$ cat src/rtl/mem_port_arbiter.sv
// Round-robin arbiter sharing one memory port between instruction fetch and
// load/store, with a wait-state timeout bounding every memory access.
module mem_port_arbiter #(
  parameter int ADDR_W  = 32,
  parameter int DATA_W  = 32,
  parameter int TIMEOUT = 16
) (
  input  logic                clk,
  input  logic                reset_n,
  input  logic                if_req,
  input  logic [ADDR_W-1:0]   if_addr,
  output logic                if_done,
  output logic [DATA_W-1:0]   if_rdata,
  output logic                if_err,
  input  logic                d_req,
  input  logic                d_we,
  input  logic [ADDR_W-1:0]   d_addr,
  input  logic [DATA_W-1:0]   d_wdata,
  input  logic [DATA_W/8-1:0] d_wstrb,
  output logic                d_done,
  output logic [DATA_W-1:0]   d_rdata,
  output logic                d_err,
  output logic                mem_req,
  output logic                mem_we,
  output logic [ADDR_W-1:0]   mem_addr,
  output logic [DATA_W-1:0]   mem_wdata,
  output logic [DATA_W/8-1:0] mem_wstrb,
  input  logic                mem_ack,
  input  logic [DATA_W-1:0]   mem_rdata,
  output logic                busy,
  output logic                owner
);
  localparam int STRB_W = DATA_W / 8;
  localparam int CNT_W  = (TIMEOUT > 0) ? $clog2(TIMEOUT + 1) : 1;
  localparam logic [CNT_W-1:0] CNT_LAST = CNT_W'(TIMEOUT - 1);
  localparam logic [CNT_W-1:0] CNT_MAX  = '1;

  typedef enum logic [1:0] {IDLE = 2'd0, ISSUE = 2'd1, RESP = 2'd2} state_t;

  state_t              state_q, state_d;
  logic                mem_req_q, mem_req_d;
  logic                mem_we_q, mem_we_d;
  logic [ADDR_W-1:0]   mem_addr_q, mem_addr_d;
  logic [DATA_W-1:0]   mem_wdata_q, mem_wdata_d;
  logic [STRB_W-1:0]   mem_wstrb_q, mem_wstrb_d;
  logic [CNT_W-1:0]    wait_cnt_q, wait_cnt_d;
  logic                if_done_q, if_done_d;
  logic [DATA_W-1:0]   if_rdata_q, if_rdata_d;
  logic                if_err_q, if_err_d;
  logic                d_done_q, d_done_d;
  logic [DATA_W-1:0]   d_rdata_q, d_rdata_d;
  logic                d_err_q, d_err_d;
  logic                busy_q, busy_d;
  logic                owner_q, owner_d;
  logic                last_grant_q, last_grant_d;
  logic                grant_s;
  logic                finish_s;
  logic [DATA_W-1:0]   resp_data_s;
  logic                resp_err_s;

  // Next-state logic: grant in IDLE, wait/timeout in ISSUE, done pulse in RESP
  always_comb begin
    state_d      = state_q;
    mem_req_d    = mem_req_q;
    mem_we_d     = mem_we_q;
    mem_addr_d   = mem_addr_q;
    mem_wdata_d  = mem_wdata_q;
    mem_wstrb_d  = mem_wstrb_q;
    wait_cnt_d   = wait_cnt_q;
    if_done_d    = 1'b0;
    if_rdata_d   = if_rdata_q;
    if_err_d     = if_err_q;
    d_done_d     = 1'b0;
    d_rdata_d    = d_rdata_q;
    d_err_d      = d_err_q;
    owner_d      = owner_q;
    last_grant_d = last_grant_q;
    grant_s      = d_req && (!if_req || !last_grant_q);
    finish_s     = 1'b0;
    resp_data_s  = '0;
    resp_err_s   = 1'b0;
    case (state_q)
      IDLE: begin
        if (if_req || d_req) begin
          state_d      = ISSUE;
          mem_req_d    = 1'b1;
          wait_cnt_d   = '0;
          owner_d      = grant_s;
          last_grant_d = grant_s;
          mem_we_d     = grant_s & d_we;
          mem_addr_d   = grant_s ? d_addr : if_addr;
          mem_wdata_d  = grant_s ? d_wdata : '0;
          mem_wstrb_d  = grant_s ? d_wstrb : '0;
        end else begin
          state_d = IDLE;
        end
      end
      ISSUE: begin
        // An ack arriving on the last permitted cycle still completes normally
        if (mem_ack) begin
          finish_s    = 1'b1;
          resp_data_s = mem_we_q ? '0 : mem_rdata;
          resp_err_s  = 1'b0;
        end else if ((TIMEOUT != 0) && (wait_cnt_q == CNT_LAST)) begin
          finish_s    = 1'b1;
          resp_data_s = '0;
          resp_err_s  = 1'b1;
        end else if (wait_cnt_q != CNT_MAX) begin
          wait_cnt_d = wait_cnt_q + CNT_W'(1);
        end else begin
          wait_cnt_d = wait_cnt_q;
        end
      end
      RESP: begin
        state_d    = IDLE;
        if_rdata_d = '0;
        if_err_d   = 1'b0;
        d_rdata_d  = '0;
        d_err_d    = 1'b0;
      end
      default: begin
        state_d   = IDLE;
        mem_req_d = 1'b0;
      end
    endcase
    if (finish_s) begin
      state_d   = RESP;
      mem_req_d = 1'b0;
      if (owner_q) begin
        d_done_d  = 1'b1;
        d_rdata_d = resp_data_s;
        d_err_d   = resp_err_s;
      end else begin
        if_done_d  = 1'b1;
        if_rdata_d = resp_data_s;
        if_err_d   = resp_err_s;
      end
    end else begin
      mem_req_d = mem_req_d;
    end
    busy_d = (state_d != IDLE);
  end

  // State and registered outputs
  always_ff @(posedge clk or negedge reset_n) begin
    if (!reset_n) begin
      state_q      <= IDLE;
      mem_req_q    <= 1'b0;
      mem_we_q     <= 1'b0;
      mem_addr_q   <= '0;
      mem_wdata_q  <= '0;
      mem_wstrb_q  <= '0;
      wait_cnt_q   <= '0;
      if_done_q    <= 1'b0;
      if_rdata_q   <= '0;
      if_err_q     <= 1'b0;
      d_done_q     <= 1'b0;
      d_rdata_q    <= '0;
      d_err_q      <= 1'b0;
      busy_q       <= 1'b0;
      owner_q      <= 1'b0;
      last_grant_q <= 1'b1;
    end else begin
      state_q      <= state_d;
      mem_req_q    <= mem_req_d;
      mem_we_q     <= mem_we_d;
      mem_addr_q   <= mem_addr_d;
      mem_wdata_q  <= mem_wdata_d;
      mem_wstrb_q  <= mem_wstrb_d;
      wait_cnt_q   <= wait_cnt_d;
      if_done_q    <= if_done_d;
      if_rdata_q   <= if_rdata_d;
      if_err_q     <= if_err_d;
      d_done_q     <= d_done_d;
      d_rdata_q    <= d_rdata_d;
      d_err_q      <= d_err_d;
      busy_q       <= busy_d;
      owner_q      <= owner_d;
      last_grant_q <= last_grant_d;
    end
  end

  assign mem_req   = mem_req_q;
  assign mem_we    = mem_we_q;
  assign mem_addr  = mem_addr_q;
  assign mem_wdata = mem_wdata_q;
  assign mem_wstrb = mem_wstrb_q;
  assign if_done   = if_done_q;
  assign if_rdata  = if_rdata_q;
  assign if_err    = if_err_q;
  assign d_done    = d_done_q;
  assign d_rdata   = d_rdata_q;
  assign d_err     = d_err_q;
  assign busy      = busy_q;
  assign owner     = owner_q;
endmodule

$ cat config.mk
export PLATFORM = sky130hd
export DESIGN_NAME = mem_port_arbiter
export DESIGN_NICKNAME = d
export VERILOG_FILES = /design/src/rtl/mem_port_arbiter.sv
export SDC_FILE = /design/constraint.sdc
export NUM_CORES = 1
export LEC_CHECK = 0
export CORE_MARGIN = 5
export CORE_UTILIZATION = 45
export DETAILED_ROUTE_END_ITERATION = 8
export PLACE_DENSITY = 0.86
export SYNTH_ARGS = -nofsm -noshare
export SYNTH_HDL_FRONTEND = slang
export SYNTH_SLANG_ARGS = --single-unit
$ cat constraint.sdc
create_clock -name clk -period 3.9 [get_ports clk]
set_input_delay 0.78 -clock clk [delete_from_list [all_inputs] [get_ports clk]]
set_output_delay 0.78 -clock clk [all_outputs]
set_load 0.005 [all_outputs]
# ---- Yosys cells after proc, flatten, opt, wreduce, memory -nomap -nowiden
# Index checks and enable logic that the tools add are counted.
dict set report op_classes {
  n_addsub 1
  n_eq_ne 10
  n_mux 38
  bitwise_logic 1
  reduce_logical 12
}
# op n
set op_table {}
lappend op_table {{$mux 32} 11}
lappend op_table {{$mux 5} 4}
lappend op_table {{$mux 1} 18}
lappend op_table {{$pmux 5 s2} 1}
lappend op_table {{$ne 2x2->1 const B} 4}
lappend op_table {{$add 5x1->5 const B} 1}
lappend op_table {{$eq 5x4->1 const B} 1}
lappend op_table {{$ne 5x5->1 const B} 1}
lappend op_table {{$reduce_and 5->1} 1}
lappend op_table {{$mux 4} 1}
lappend op_table {{$pmux 2 s2} 1}
lappend op_table {{$reduce_and 2->1} 2}
lappend op_table {{$reduce_bool 2->1} 2}
lappend op_table {{$ne 3x3->1 const B} 1}
lappend op_table {{$eq 2x1->1 const B} 1}
lappend op_table {{$eq 2x2->1 const B} 1}
lappend op_table {{$logic_not 1->1} 2}
lappend op_table {{$logic_not 2->1} 1}
lappend op_table {{$logic_or 1x1->1} 2}
lappend op_table {{$mux 2} 1}
lappend op_table {{$ne 2x1->1 const B} 1}
lappend op_table {{$pmux 1 s2} 1}
lappend op_table {{$reduce_or 2->1} 1}
lappend op_table {{$and 1x1->1} 1}
lappend op_table {{$logic_and 1x1->1} 1}
dict set report word_totals {
  ff_bits 148
  out_inout_bits 140
  elab_cells 78
}

# ---- Longest topological paths before layout
dict set report depth {
  word_depth 6
  ltp_mapped 9
  mapped_depth_nobuf 7
}

# ---- Worst setup path after synthesis
# Ideal clock, no wire load.
dict set report synth_path {
  path_kind {reg-to-reg}
  startpoint {register wait_cnt_q[0]}
  endpoint {register d_rdata_q[12] (netlist: d_rdata[12])}
  setup_time_ps 132
  t_arrival_ps 1854
  slack_ps 1914
  path_stages_with_launch 9
  path_buffers 2
  synth_period_minus_slack_ps 1986
  cell_sequence {dfrtp_1 ha_1 and3_1 ha_1 or2_2 nand3_1 buf_2 clkbuf_1 o21ai_0}
}
dict set report synth_via {
  elab_chain_cells 5
}
# element line
set synth_lines {}
lappend synth_lines {{start: declaration} 46} ;# logic [CNT_W-1:0] wait_cnt_q, wait_cnt_d;
lappend synth_lines {{start signal: assignment} 170} ;# wait_cnt_q <= wait_cnt_d;
lappend synth_lines {{$eq 5x4->1} 104} ;# end else if ((TIMEOUT != 0) && (wait_cnt_q == CNT_LAST)) begin
lappend synth_lines {{$mux 1} 104}
lappend synth_lines {{$mux 1} 100} ;# if (mem_ack) begin
lappend synth_lines {{$mux 1} 82} ;# case (state_q)
lappend synth_lines {{$mux 32} 126} ;# if (finish_s) begin
lappend synth_lines {{named net d_rdata_d[12]} 51} ;# logic [DATA_W-1:0] d_rdata_q, d_rdata_d;
lappend synth_lines {{end signal: assignment} 175} ;# d_rdata_q <= d_rdata_d;
lappend synth_lines {{end: declaration} 51}
# The timed path passes the listed nets, and every way through them passes these cells.
# A chain may end at the register's enable or synchronous reset.

# ---- Worst setup path after layout
dict set report layout_path {
  startpoint {register wait_cnt_q[0]}
  endpoint {register if_rdata_q[11] (netlist: if_rdata[11])}
}
dict set report layout_via {
  elab_chain_cells 5
}
# element line
set layout_lines {}
lappend layout_lines {{$eq 5x4->1} 104}
lappend layout_lines {{$mux 1} 104}
lappend layout_lines {{$mux 1} 100}
lappend layout_lines {{$mux 1} 82}
lappend layout_lines {{$mux 32} 126}
lappend layout_lines {{named net if_rdata_d[11]} 48} ;# logic [DATA_W-1:0] if_rdata_q, if_rdata_d;
lappend layout_lines {{end signal: assignment} 172} ;# if_rdata_q <= if_rdata_d;
lappend layout_lines {{end: declaration} 48}
# The timed path passes the listed nets, and every way through them passes these cells.

==> flow_metrics.tcl <==
set metrics [dict create \
    area_growth_pct 57.7 \
    maxSlewViolCount 0 \
    antenna_left 0 \
    critPathMaxFanout 34 \
    die_area_mm2 0.0159 \
    post-synth-top-area-cell "dfrtp_1" \
    cts_tree "done" \
    syn_inst 544 \
    clock_latency_ns 0.41 \
    fp.dieW_um 126 \
    holdCritPathClass "input pin to asynchronous set/reset pin" \
    h-tree-depth 4 \
    synth_edf_count 0 \
    io_pins 278 \
    fillers 926 \
    startpoint_type "register" \
    hold_viol_final 0 \
    rr_worst_depth 8 \
    wl_per_cell_um 18.5 \
    routed_via_density 5.38 \
    cts_resized 0 \
    port_buffers 277 \
    grt_max_degree 107 \
    synth_nets 685 \
    swShare_pct 31.1 \
    dr_total_vias 5351 \
    cts_sinks 148 \
    utilization_pct 72.1 \
    synth.distinct_cells 36 \
    synth_flop_cell "dfrtp_1" \
    clockBufferDepth 2 \
    start_util_pct 45.7 \
    netSwitchingPower_uw 2090 \
    post_cts_buffers 0 \
    grt_pass1_wl_um 29400 \
    crit_start "wait_cnt_q[0]" \
    r2r_end "if_rdata[11]" \
    critPathCaptureType "register" \
    globalplace.congestion 0.826 \
    fin_cells 995 \
    drc 0 \
    ys_seq_elements 148 \
    timing.final.crit_share_pct 69.9 \
    status "complete, no violations" \
    clk_pin_slew_ns 0.06 \
    yosysWarnings 0 \
    p_comb_share_pct 37.7 \
    antenna_cells 0 \
    period_needed_ns 2.73 \
    cp.required_ns 4.22 \
    synth_top_area_share_pct 60.7 \
    critPathKind "register to register" \
    rsz0062_at_grt "no" \
    setup_viol 0 \
    pwr_density_cell_mw_per_mm2 705 \
    internal_power_uw 4640 \
    dp.cells 963 \
    rrSetupSlack_ns 1.17 \
    leakage_uw 0.00413 \
    drive_above_1_share_pct 8.18 \
    first_global_vias 5679 \
    nets 947 \
    p_clk_share_pct 25.7 \
    cts_hold_buffers 0 \
    tightest_slew_ns 0.994 \
    pre_cts_ws_ns 0.994 \
    row_count 42 \
    pwr-share-seq_pct 36.6 \
    drt_wl_total_um 18500 \
    first_iter_violations 356 \
    cap_violations 0 \
    yosysSeqAreaShare_pct 61.2 \
    cts_buffers 17 \
    syn_avg_cell_area_um2 11.1 \
    core_area_mm2 0.0132 \
    timing.rr.start "wait_cnt_q[0]" \
    synth_area_leaders "dfrtp_1 61%, nand3_1 5.7%, a22o_1 5.4%, mux2i_1 5.3%, o21ai_0 5.0%" \
    hpwl_um 13300 \
    setup_tns_ns 0 \
    fin_ws_ns 1.17 \
    synthArstFlopShare_pct 100 \
    arrival_ns 3.05 \
    relSlewSlack_pct 33.7 \
    skew_ns 0.00747 \
    cts_root_buf "clkbuf_16" \
    fmax_mhz 367 \
    synth_area_mm2 0.00606 \
    grt.total_usage_pct 23.3 \
    irDropWorstVdd_v 0.000415 \
    chipHeight_um 126 \
    grt_antenna_before_repair 0 \
    overflow 0 \
    dr.pass1.iters 6 \
]
worst max-delay path, cell delays in order, from the launching register on:
cell and delay [ns]:
dfrtp_1 0.43, ha_1 0.23, and3_1 0.21, ha_1 0.21
nor2_1 0.32, or3_2 0.64, buf_4 0.35, nand3_1 0.10
o21ai_1 0.14
metal layers:
layer  GRT usage, %  vias up  routed length, µm  share of wire, %
met5              0        -                  0                 0
met4           8.52        0                468               2.5
met3           9.48       35               1850                10
met2           39.9      273               9210                50
met1           26.2     2582               6920                38
li1               -     2461                  -                 -
placed cells by master (no fill, tap or decap), types with 2 or more instances in the layout:
cell type | Yosys | final
mux2i_1 | 32 | 32
clkbuf_16 | 0 | 17
o21ai_0 | 61 | 61
o311ai_0 | 2 | 2
a21o_1 | 2 | 2
nor2_1 | 5 | 5
nand2_1 | 75 | 73
ha_1 | 3 | 3
bufinv_16 | 0 | 5
a22o_1 | 37 | 37
clkinv_2 | 0 | 5
or2_2 | 2 | 2
clkbuf_1 | 18 | 4
o21ai_2 | 19 | 19
nand3_1 | 69 | 68
inv_1 | 5 | 5
dfrtp_1 | 147 | 147
o21ai_1 | 22 | 22
and3_1 | 2 | 2
clkdlybuf4s50_1 | 0 | 276
buf_4 | 0 | 8
final cells by class:
type / count / area, µm² / area share, %
flip-flops and latches: 148 / 3700 / 38.8
clock buffers: 21 / 440 / 4.61
clock inverters: 11 / 183 / 1.91
repair buffers: 286 / 2850 / 29.9
well taps: 176 / 220 / 2.31
inverters: 5 / 18.8 / 0.197
multi-input cells: 348 / 2130 / 22.3
registers in the layout (all words and copies together), names as in the netlist, 2 cells and up:
name / cells
mem_addr: 32
if_rdata: 32
d_rdata: 32
state_q: 2
mem_wstrb: 4
wait_cnt_q: 5
mem_wdata: 32
cell usage after synthesis, types with 3 or more instances:
master	n
dfrtp_1	147
o21ai_0	61
nor2_1	5
inv_1	5
buf_2	18
o21ai_1	22
buf_6	7
a22o_1	37
clkbuf_1	18
nand2_1	75
o21ai_2	19
nand3_1	69
ha_1	3
mux2i_1	32
how the worst max path moves through the flow:
stage                   endpoint  depth (start not counted)
floorplan            d_rdata[12]                          8
global placement    if_rdata[10]                          6
detailed placement   if_rdata[8]                          6
CTS                 if_rdata[11]                          8
global route        if_rdata[11]                          8
finish              if_rdata[11]                          8
stage by stage:
step / power (µW) / hold slack (ns) / instance area (µm²)
2_1_floorplan: 3450 / 0.473 / 6060
3_3_place_gp: 4910 / 0.461 / 8930
3_5_place_dp: 5020 / 0.469 / 8930
4_1_cts: 6780 / 0.451 / 9550
5_1_grt: 7100 / 0.486 / 9550
6_report: 6730 / 0.423 / 9550
cell families after synthesis:
logic type / share of synthesized area (%)
buffers and inverters: 4.21
flip-flops: 61.2
multiplexers: 5.29
AO/OA/AOI/OAI: 16.4
AND/OR/NAND/NOR: 12.3
adder cells (fa/ha/maj): 0.620
power groups by stage:
stage / Combinational (µW) / Clock (µW) / Sequential, µW
floorplan: 996 / 0 / 2450
finish: 2540 / 1730 / 2470
global route: 2740 / 1830 / 2540
CTS: 2570 / 1750 / 2460
detailed placement: 2540 / 0 / 2470
global placement: 2470 / 0 / 2440
No activity file was read; power rests on OpenSTA's default activity.
